File: src/rtl/fproc_arbiter_if.sv
// Handshake bundle between the distributed-processor cores, the fproc arbiter and the shared fproc.
// The master view belongs to the arbiter; the slave view is the cores-plus-fproc side.
interface fproc_arbiter_if #(
   parameter int N_CORES    = 4,
   parameter int ID_WIDTH   = 8,
   parameter int DATA_WIDTH = 32
);
   localparam int CORE_W = (N_CORES > 1) ? $clog2(N_CORES) : 1;

   logic [N_CORES-1:0]          core_req;
   logic [N_CORES*ID_WIDTH-1:0] core_id;
   logic [N_CORES-1:0]          core_ready;
   logic [DATA_WIDTH-1:0]       core_data;
   logic [N_CORES-1:0]          core_timeout;
   logic                        fproc_req;
   logic [ID_WIDTH-1:0]         fproc_id;
   logic [CORE_W-1:0]           fproc_core;
   logic                        fproc_ack;
   logic                        fproc_valid;
   logic [DATA_WIDTH-1:0]       fproc_data;

   modport master (
      input  core_req, core_id, fproc_ack, fproc_valid, fproc_data,
      output core_ready, core_data, core_timeout, fproc_req, fproc_id, fproc_core
   );

   modport slave (
      output core_req, core_id, fproc_ack, fproc_valid, fproc_data,
      input  core_ready, core_data, core_timeout, fproc_req, fproc_id, fproc_core
   );
endinterface

File: src/rtl/fproc_arbiter.sv
// Round-robin arbiter sharing one fproc port among N_CORES cores: latches one-cycle requests,
// runs a single transaction at a time and returns the result (or a timeout) as a one-cycle pulse.
module fproc_arbiter #(
   parameter int N_CORES        = 4,
   parameter int ID_WIDTH       = 8,
   parameter int DATA_WIDTH     = 32,
   parameter int TIMEOUT_CYCLES = 1024
) (
   input  logic         clk,
   input  logic         reset,
   fproc_arbiter_if.master bus
);
   localparam int CORE_W = (N_CORES > 1) ? $clog2(N_CORES) : 1;
   localparam int CNT_W  = (TIMEOUT_CYCLES > 1) ? $clog2(TIMEOUT_CYCLES) : 1;
   localparam logic [CNT_W-1:0]  CNT_LAST  = (TIMEOUT_CYCLES > 0) ? CNT_W'(TIMEOUT_CYCLES - 1) : '0;
   localparam logic [CORE_W-1:0] LAST_INIT = CORE_W'(N_CORES - 1);

   typedef enum logic [1:0] {IDLE, ISSUE, WAIT, RESP} state_t;

   state_t                state, state_n;
   logic [N_CORES-1:0]    pending, pending_n, pending_clr, id_load;
   logic [ID_WIDTH-1:0]   id_reg [N_CORES];
   logic [CORE_W-1:0]     last_grant, last_grant_n;
   logic [CNT_W-1:0]      cnt, cnt_n;
   logic                  timed_out;

   logic [N_CORES-1:0]    core_ready_q, core_ready_n;
   logic [N_CORES-1:0]    core_timeout_q, core_timeout_n;
   logic [DATA_WIDTH-1:0] core_data_q, core_data_n;
   logic                  fproc_req_q, fproc_req_n;
   logic [ID_WIDTH-1:0]   fproc_id_q, fproc_id_n;
   logic [CORE_W-1:0]     fproc_core_q, fproc_core_n;
   logic [N_CORES-1:0]    grant_onehot;

   logic [CORE_W-1:0]     sel, cand_idx;
   logic                  sel_found;
   int                    cand;

   // A request that arrives while its core is already pending keeps the original id.
   assign id_load      = bus.core_req & ~pending;
   assign pending_n    = (pending & ~pending_clr) | bus.core_req;
   assign timed_out    = (TIMEOUT_CYCLES > 0) && (cnt == CNT_LAST);
   assign grant_onehot = N_CORES'(1) << fproc_core_q;

   // Search last_grant+1, +2, ... (mod N_CORES) for the first pending core.
   always_comb begin
      sel       = '0;
      sel_found = 1'b0;
      cand      = 0;
      cand_idx  = '0;
      for (int k = 1; k <= N_CORES; k++) begin
         cand     = (int'(last_grant) + k) % N_CORES;
         cand_idx = CORE_W'(cand);
         if (!sel_found && pending[cand_idx]) begin
            sel       = cand_idx;
            sel_found = 1'b1;
         end
      end
   end

   // NOTE: every signal gets a default before the case so no path leaves one unassigned (no latches).
   always_comb begin
      state_n        = state;
      last_grant_n   = last_grant;
      cnt_n          = cnt;
      pending_clr    = '0;
      core_ready_n   = '0;
      core_timeout_n = '0;
      core_data_n    = core_data_q;
      fproc_req_n    = 1'b0;
      fproc_id_n     = fproc_id_q;
      fproc_core_n   = fproc_core_q;

      case (state)
         IDLE: begin
            cnt_n = '0;
            if (sel_found) begin
               fproc_core_n = sel;
               fproc_id_n   = id_reg[sel];
               fproc_req_n  = 1'b1;
               state_n      = ISSUE;
            end
         end
         ISSUE: begin
            cnt_n       = cnt + CNT_W'(1);
            fproc_req_n = 1'b1;
            if (timed_out) begin
               fproc_req_n    = 1'b0;
               core_data_n    = '0;
               core_ready_n   = grant_onehot;
               core_timeout_n = grant_onehot;
               state_n        = RESP;
            end else if (bus.fproc_ack) begin
               fproc_req_n = 1'b0;
               state_n     = WAIT;
            end
         end
         WAIT: begin
            cnt_n = cnt + CNT_W'(1);
            if (bus.fproc_valid) begin
               core_data_n  = bus.fproc_data;
               core_ready_n = grant_onehot;
               state_n      = RESP;
            end else if (timed_out) begin
               core_data_n    = '0;
               core_ready_n   = grant_onehot;
               core_timeout_n = grant_onehot;
               state_n        = RESP;
            end
         end
         RESP: begin
            pending_clr  = grant_onehot;
            last_grant_n = fproc_core_q;
            state_n      = IDLE;
         end
         default: state_n = IDLE;
      endcase
   end

   // NOTE: sequential state uses non-blocking assignments so all registers update from pre-edge values.
   always_ff @(posedge clk) begin
      if (reset) begin
         state          <= IDLE;
         pending        <= '0;
         last_grant     <= LAST_INIT;
         cnt            <= '0;
         core_ready_q   <= '0;
         core_timeout_q <= '0;
         core_data_q    <= '0;
         fproc_req_q    <= 1'b0;
         fproc_id_q     <= '0;
         fproc_core_q   <= '0;
      end else begin
         state          <= state_n;
         pending        <= pending_n;
         last_grant     <= last_grant_n;
         cnt            <= cnt_n;
         core_ready_q   <= core_ready_n;
         core_timeout_q <= core_timeout_n;
         core_data_q    <= core_data_n;
         fproc_req_q    <= fproc_req_n;
         fproc_id_q     <= fproc_id_n;
         fproc_core_q   <= fproc_core_n;
      end
   end

   // NOTE: the id registers are small and reset to 0 so a reset leaves no stale id visible.
   always_ff @(posedge clk) begin
      for (int i = 0; i < N_CORES; i++) begin
         if (reset)
            id_reg[i] <= '0;
         else if (id_load[i])
            id_reg[i] <= bus.core_id[i*ID_WIDTH +: ID_WIDTH];
      end
   end

   assign bus.core_ready   = core_ready_q;
   assign bus.core_timeout = core_timeout_q;
   assign bus.core_data    = core_data_q;
   assign bus.fproc_req    = fproc_req_q;
   assign bus.fproc_id     = fproc_id_q;
   assign bus.fproc_core   = fproc_core_q;
endmodule
File: src/flat_wrapper.sv
// flat-port wrapper written by rule: the top's interface ports become plain ports
module fproc_arbiter_flat 
#(
   parameter int N_CORES        = 4,
   parameter int ID_WIDTH       = 8,
   parameter int DATA_WIDTH     = 32,
   parameter int TIMEOUT_CYCLES = 1024
)
  (clk, reset, bus_core_req, bus_core_id, bus_fproc_ack, bus_fproc_valid, bus_fproc_data, bus_core_ready, bus_core_data, bus_core_timeout, bus_fproc_req, bus_fproc_id, bus_fproc_core);
  fproc_arbiter_if #(.N_CORES(N_CORES), .ID_WIDTH(ID_WIDTH), .DATA_WIDTH(DATA_WIDTH)) bus_i ();
  input  logic clk;
  input  logic reset;
  input wire logic [$bits(bus_i.core_req)-1:0] bus_core_req;
  input wire logic [$bits(bus_i.core_id)-1:0] bus_core_id;
  input wire logic [$bits(bus_i.fproc_ack)-1:0] bus_fproc_ack;
  input wire logic [$bits(bus_i.fproc_valid)-1:0] bus_fproc_valid;
  input wire logic [$bits(bus_i.fproc_data)-1:0] bus_fproc_data;
  output wire logic [$bits(bus_i.core_ready)-1:0] bus_core_ready;
  output wire logic [$bits(bus_i.core_data)-1:0] bus_core_data;
  output wire logic [$bits(bus_i.core_timeout)-1:0] bus_core_timeout;
  output wire logic [$bits(bus_i.fproc_req)-1:0] bus_fproc_req;
  output wire logic [$bits(bus_i.fproc_id)-1:0] bus_fproc_id;
  output wire logic [$bits(bus_i.fproc_core)-1:0] bus_fproc_core;
  assign bus_i.core_req = bus_core_req;
  assign bus_i.core_id = bus_core_id;
  assign bus_i.fproc_ack = bus_fproc_ack;
  assign bus_i.fproc_valid = bus_fproc_valid;
  assign bus_i.fproc_data = bus_fproc_data;
  assign bus_core_ready = bus_i.core_ready;
  assign bus_core_data = bus_i.core_data;
  assign bus_core_timeout = bus_i.core_timeout;
  assign bus_fproc_req = bus_i.fproc_req;
  assign bus_fproc_id = bus_i.fproc_id;
  assign bus_fproc_core = bus_i.fproc_core;
  fproc_arbiter #(.N_CORES(N_CORES), .ID_WIDTH(ID_WIDTH), .DATA_WIDTH(DATA_WIDTH), .TIMEOUT_CYCLES(TIMEOUT_CYCLES)) u_core (.clk(clk), .reset(reset), .bus(bus_i));
endmodule
File: config.mk
export PLATFORM = sky130hd
export DESIGN_NAME = fproc_arbiter_flat
export DESIGN_NICKNAME = d
export VERILOG_FILES = /design/src/rtl/fproc_arbiter_if.sv /design/src/rtl/fproc_arbiter.sv /design/src/flat_wrapper.sv
export SDC_FILE = /design/constraint.sdc
export NUM_CORES = 1
export LEC_CHECK = 0
export CELL_PAD_IN_SITES_DETAIL_PLACEMENT = 0
export CELL_PAD_IN_SITES_GLOBAL_PLACEMENT = 1
export CORE_ASPECT_RATIO = 0.5
export CORE_MARGIN = 1
export CORE_UTILIZATION = 38
export CTS_CLUSTER_DIAMETER = 80
export DETAILED_ROUTE_END_ITERATION = 8
export PLACE_DENSITY = 0.94
export SLEW_MARGIN = 0
export SYNTH_ARGS = -nofsm -noshare
export SYNTH_HDL_FRONTEND = slang
export SYNTH_SLANG_ARGS = --single-unit
export TNS_END_PERCENT = 20
File: constraint.sdc
create_clock -name clk -period 4.25 [get_ports clk]
set_input_delay 0.85 -clock clk [delete_from_list [all_inputs] [get_ports clk]]
set_output_delay 0.85 -clock clk [all_outputs]
set_load 0.01 [all_outputs]
==> impl_metrics.yaml <==
outcome:
  status: "completed"
synth:
  yosysSeqAreaShare_pct: 57.8
  synth_ff_type: "dfxtp_1"
  ys_types: 48
  synth_edf_count: 32
  synth_nets: 444
  synth_seq_cells: 101
  syn_area_um2: 4050
  async_reset_ff_share_pct: 0
  syn_inst: 366
  yosysWarnings: 0
  syn_avg_cell_area_um2: 11.1
layout:
  antenna_cells: 0
  nets: 565
  final_common_cell: "clkdlybuf4s50_1"
  drive_above_1_share_pct: 5.69
  final_cell_mix: "clkdlybuf4s50_1 (122), dfxtp_1 (69), and2_1 (33)"
  utilization_pct: 55.8
  syn_to_final_growth_pct: 41.8
sta:
  slew-limit-headroom_pct: 45.0
  tightest_slew_ps: 825
  setup-violations-final: 0
  report.final.slew_viol_count: 0
  rsz0062_at_grt: "false"
  setup_tns_ps: 0
  fmax_mhz: 389
  period_needed_ps: 2570
  clock_skew_ps: 7.83
  finalWorstSetupSlack_ps: 1680
  post-route-period-util_pct: 60.4
  hold_viol: 0
clocking:
  clk_pin_slew_ps: 70
  cts_inserted_buffers: 9
  cts_hold_buf: 0
  worstSkewPairLatency_ps: 350
  clockBufferDepth: 2
  cts_tree: "yes"
  clock-sinks: 101
  cts_root_buf: "clkbuf_16"
  cts_resized: 0
  cts_htree_levels: 3
  postCtsSetupRepairBufs: 0
grt:
  grt_max_degree: 33
  grt_pass1_wl_um: 14900
  grt-ovfl-total: 0
  grt_use_total_pct: 17.7
  grt_pass1_vias: 2950
  antenna_found_initial: 0
critical_path:
  slowest_stage: "inv_1"
  max_stage_delay_ps: 480
  cp-end-kind: "flip-flop"
  ff2ff_setup_slack_ps: 2140
  cp.arrival_ps: 2860
  r2r-start: "u_core.pending[1]"
  cpMostUsedCell: "buf_4"
  timing.rr.end: "u_core.bus.fproc_id[3]"
  cp_max_fo: 32
  crit_required_ps: 4540
  startpoint_type: "primary input"
  ff2ff_path_depth: 5
  worstSetupPathType: "in -> reg"
  path_cells: "clkdlybuf4s50_1, buf_4, inv_1, nand2_1, nor2_2, buf_4, a22o_1"
floorplanning:
  die_area_um2: 11100
  rows: 26
  die_x_um: 148
  start_util_pct: 39.4
  ios: 123
  core_um2: 10300
  chipHeight_um: 75.0
route:
  drt_iter0_drc: 195
  avgViaCountPerCell: 4.88
  drt-pass1-iter-count: 4
  dr_total_vias: 3086
  drc: 0
  antenna_left: 0
  drt-total-wl_um: 9580
  wire_per_inst_um: 15.2
run:
  maxCapViolations: 0
worst_hold_path:
  hold_path.class: "reg -> reg"
  hold_depth: 2
  worstHoldEndpoint: "u_core.bus.fproc_id[3]"
  hp-start: "u_core.bus.fproc_id[3]"
power:
  powerDensity_nw_per_um2: 450
  vdd_drop_max_mv: 0.186
  cellLeakagePower_nw: 2.14
place:
  place_congestion: 0.801
  dpl.hpwl_um: 6960
  port-buffer-count: 122
  dp_slack_ps: 1330
==> worst max-delay path by stage <==
stage          startpoint                        to  slack, ps  cells past startpoint
2_1_floorplan       reset       u_core.id_reg[0][0]       2280                      4
3_3_place_gp        reset   u_core.bus.core_data[5]       1420                      7
3_5_place_dp        reset   u_core.bus.core_data[4]       1330                      7
4_1_cts             reset   u_core.bus.core_data[4]       1680                      7
5_1_grt             reset  u_core.bus.core_data[29]       1510                      7
6_report            reset   u_core.bus.core_data[4]       1680                      7
==> critical path, delay by kind of cell <==
| family | cells | cell delay [ps] |
|---|---|---|
| AND/OR/NAND/NOR | 2 | 350 |
| AO/OA/AOI/OAI | 1 | 210 |
| buffers and inverters | 4 | 1420 |
==> cell usage after synthesis, types with 5 or more instances <==
cell type	count	share of area (%)
inv_1	9	0.83
mux2i_1	14	3.5
a31oi_1	5	0.77
nor2_1	29	2.7
o21ai_0	7	0.87
nand3_1	12	1.5
edfxtp_1	32	24
dfxtp_1	69	34
clkbuf_1	11	1.0
ha_1	6	1.9
nand2_1	20	1.9
a21oi_1	13	1.6
o21ai_1	6	0.74
a22o_1	32	6.9
nand2b_1	9	1.4
and2_1	33	5.1
==> kinds of logic (layout without fill, tap and decap cells) <==
kind of cell,count (synthesis),after routing,synth area share [%]
AO/OA/AOI/OAI,81,81,15.0
XOR/XNOR,6,6,1.30
adder cells (fa/ha/maj),6,6,1.85
buffers and inverters,25,151,2.56
flip-flops,101,101,57.8
multiplexers,18,18,4.57
AND/OR/NAND/NOR,129,129,16.8
==> metrics by stage <==
stage,std cells,total power (W),hold WS (ps),cell area (um2)
after floorplan,366,0.00148,463,4050
after global placement,616,0.00172,448,5410
after detailed placement,616,0.00173,453,5410
after CTS,632,0.00260,462,5740
after global routing,632,0.00272,480,5740
final,632,0.00259,459,5740
==> power breakdown <==
group	internal, W	leakage, nW	switching, W
clock network	0.000513	0.155	0.000362
registers	0.00108	0.905	0.0000679
logic	0.000275	1.08	0.000284
==> layout make-up <==
type	count	area, um2
fillers	896	4540
flip-flops and latches	101	2340
multi-input cells	240	1610
repair buffers	126	1250
clock buffers	11	264
well taps	140	175
clock inverters	5	65.1
inverters	9	33.8
==> per-layer routing <==
| layer | global-route usage [%] | vias to the layer above | share of wire (%) |
|---|---|---|---|
| li1 | - | 1566 | - |
| met4 | 4.47 | 0 | 0.85 |
| met3 | 5.21 | 6 | 3.4 |
| met5 | 0 | - | 0 |
| met1 | 22.5 | 1460 | 46 |
| met2 | 30.0 | 54 | 50 |
Note: power is estimated with default switching activity, not from simulation.
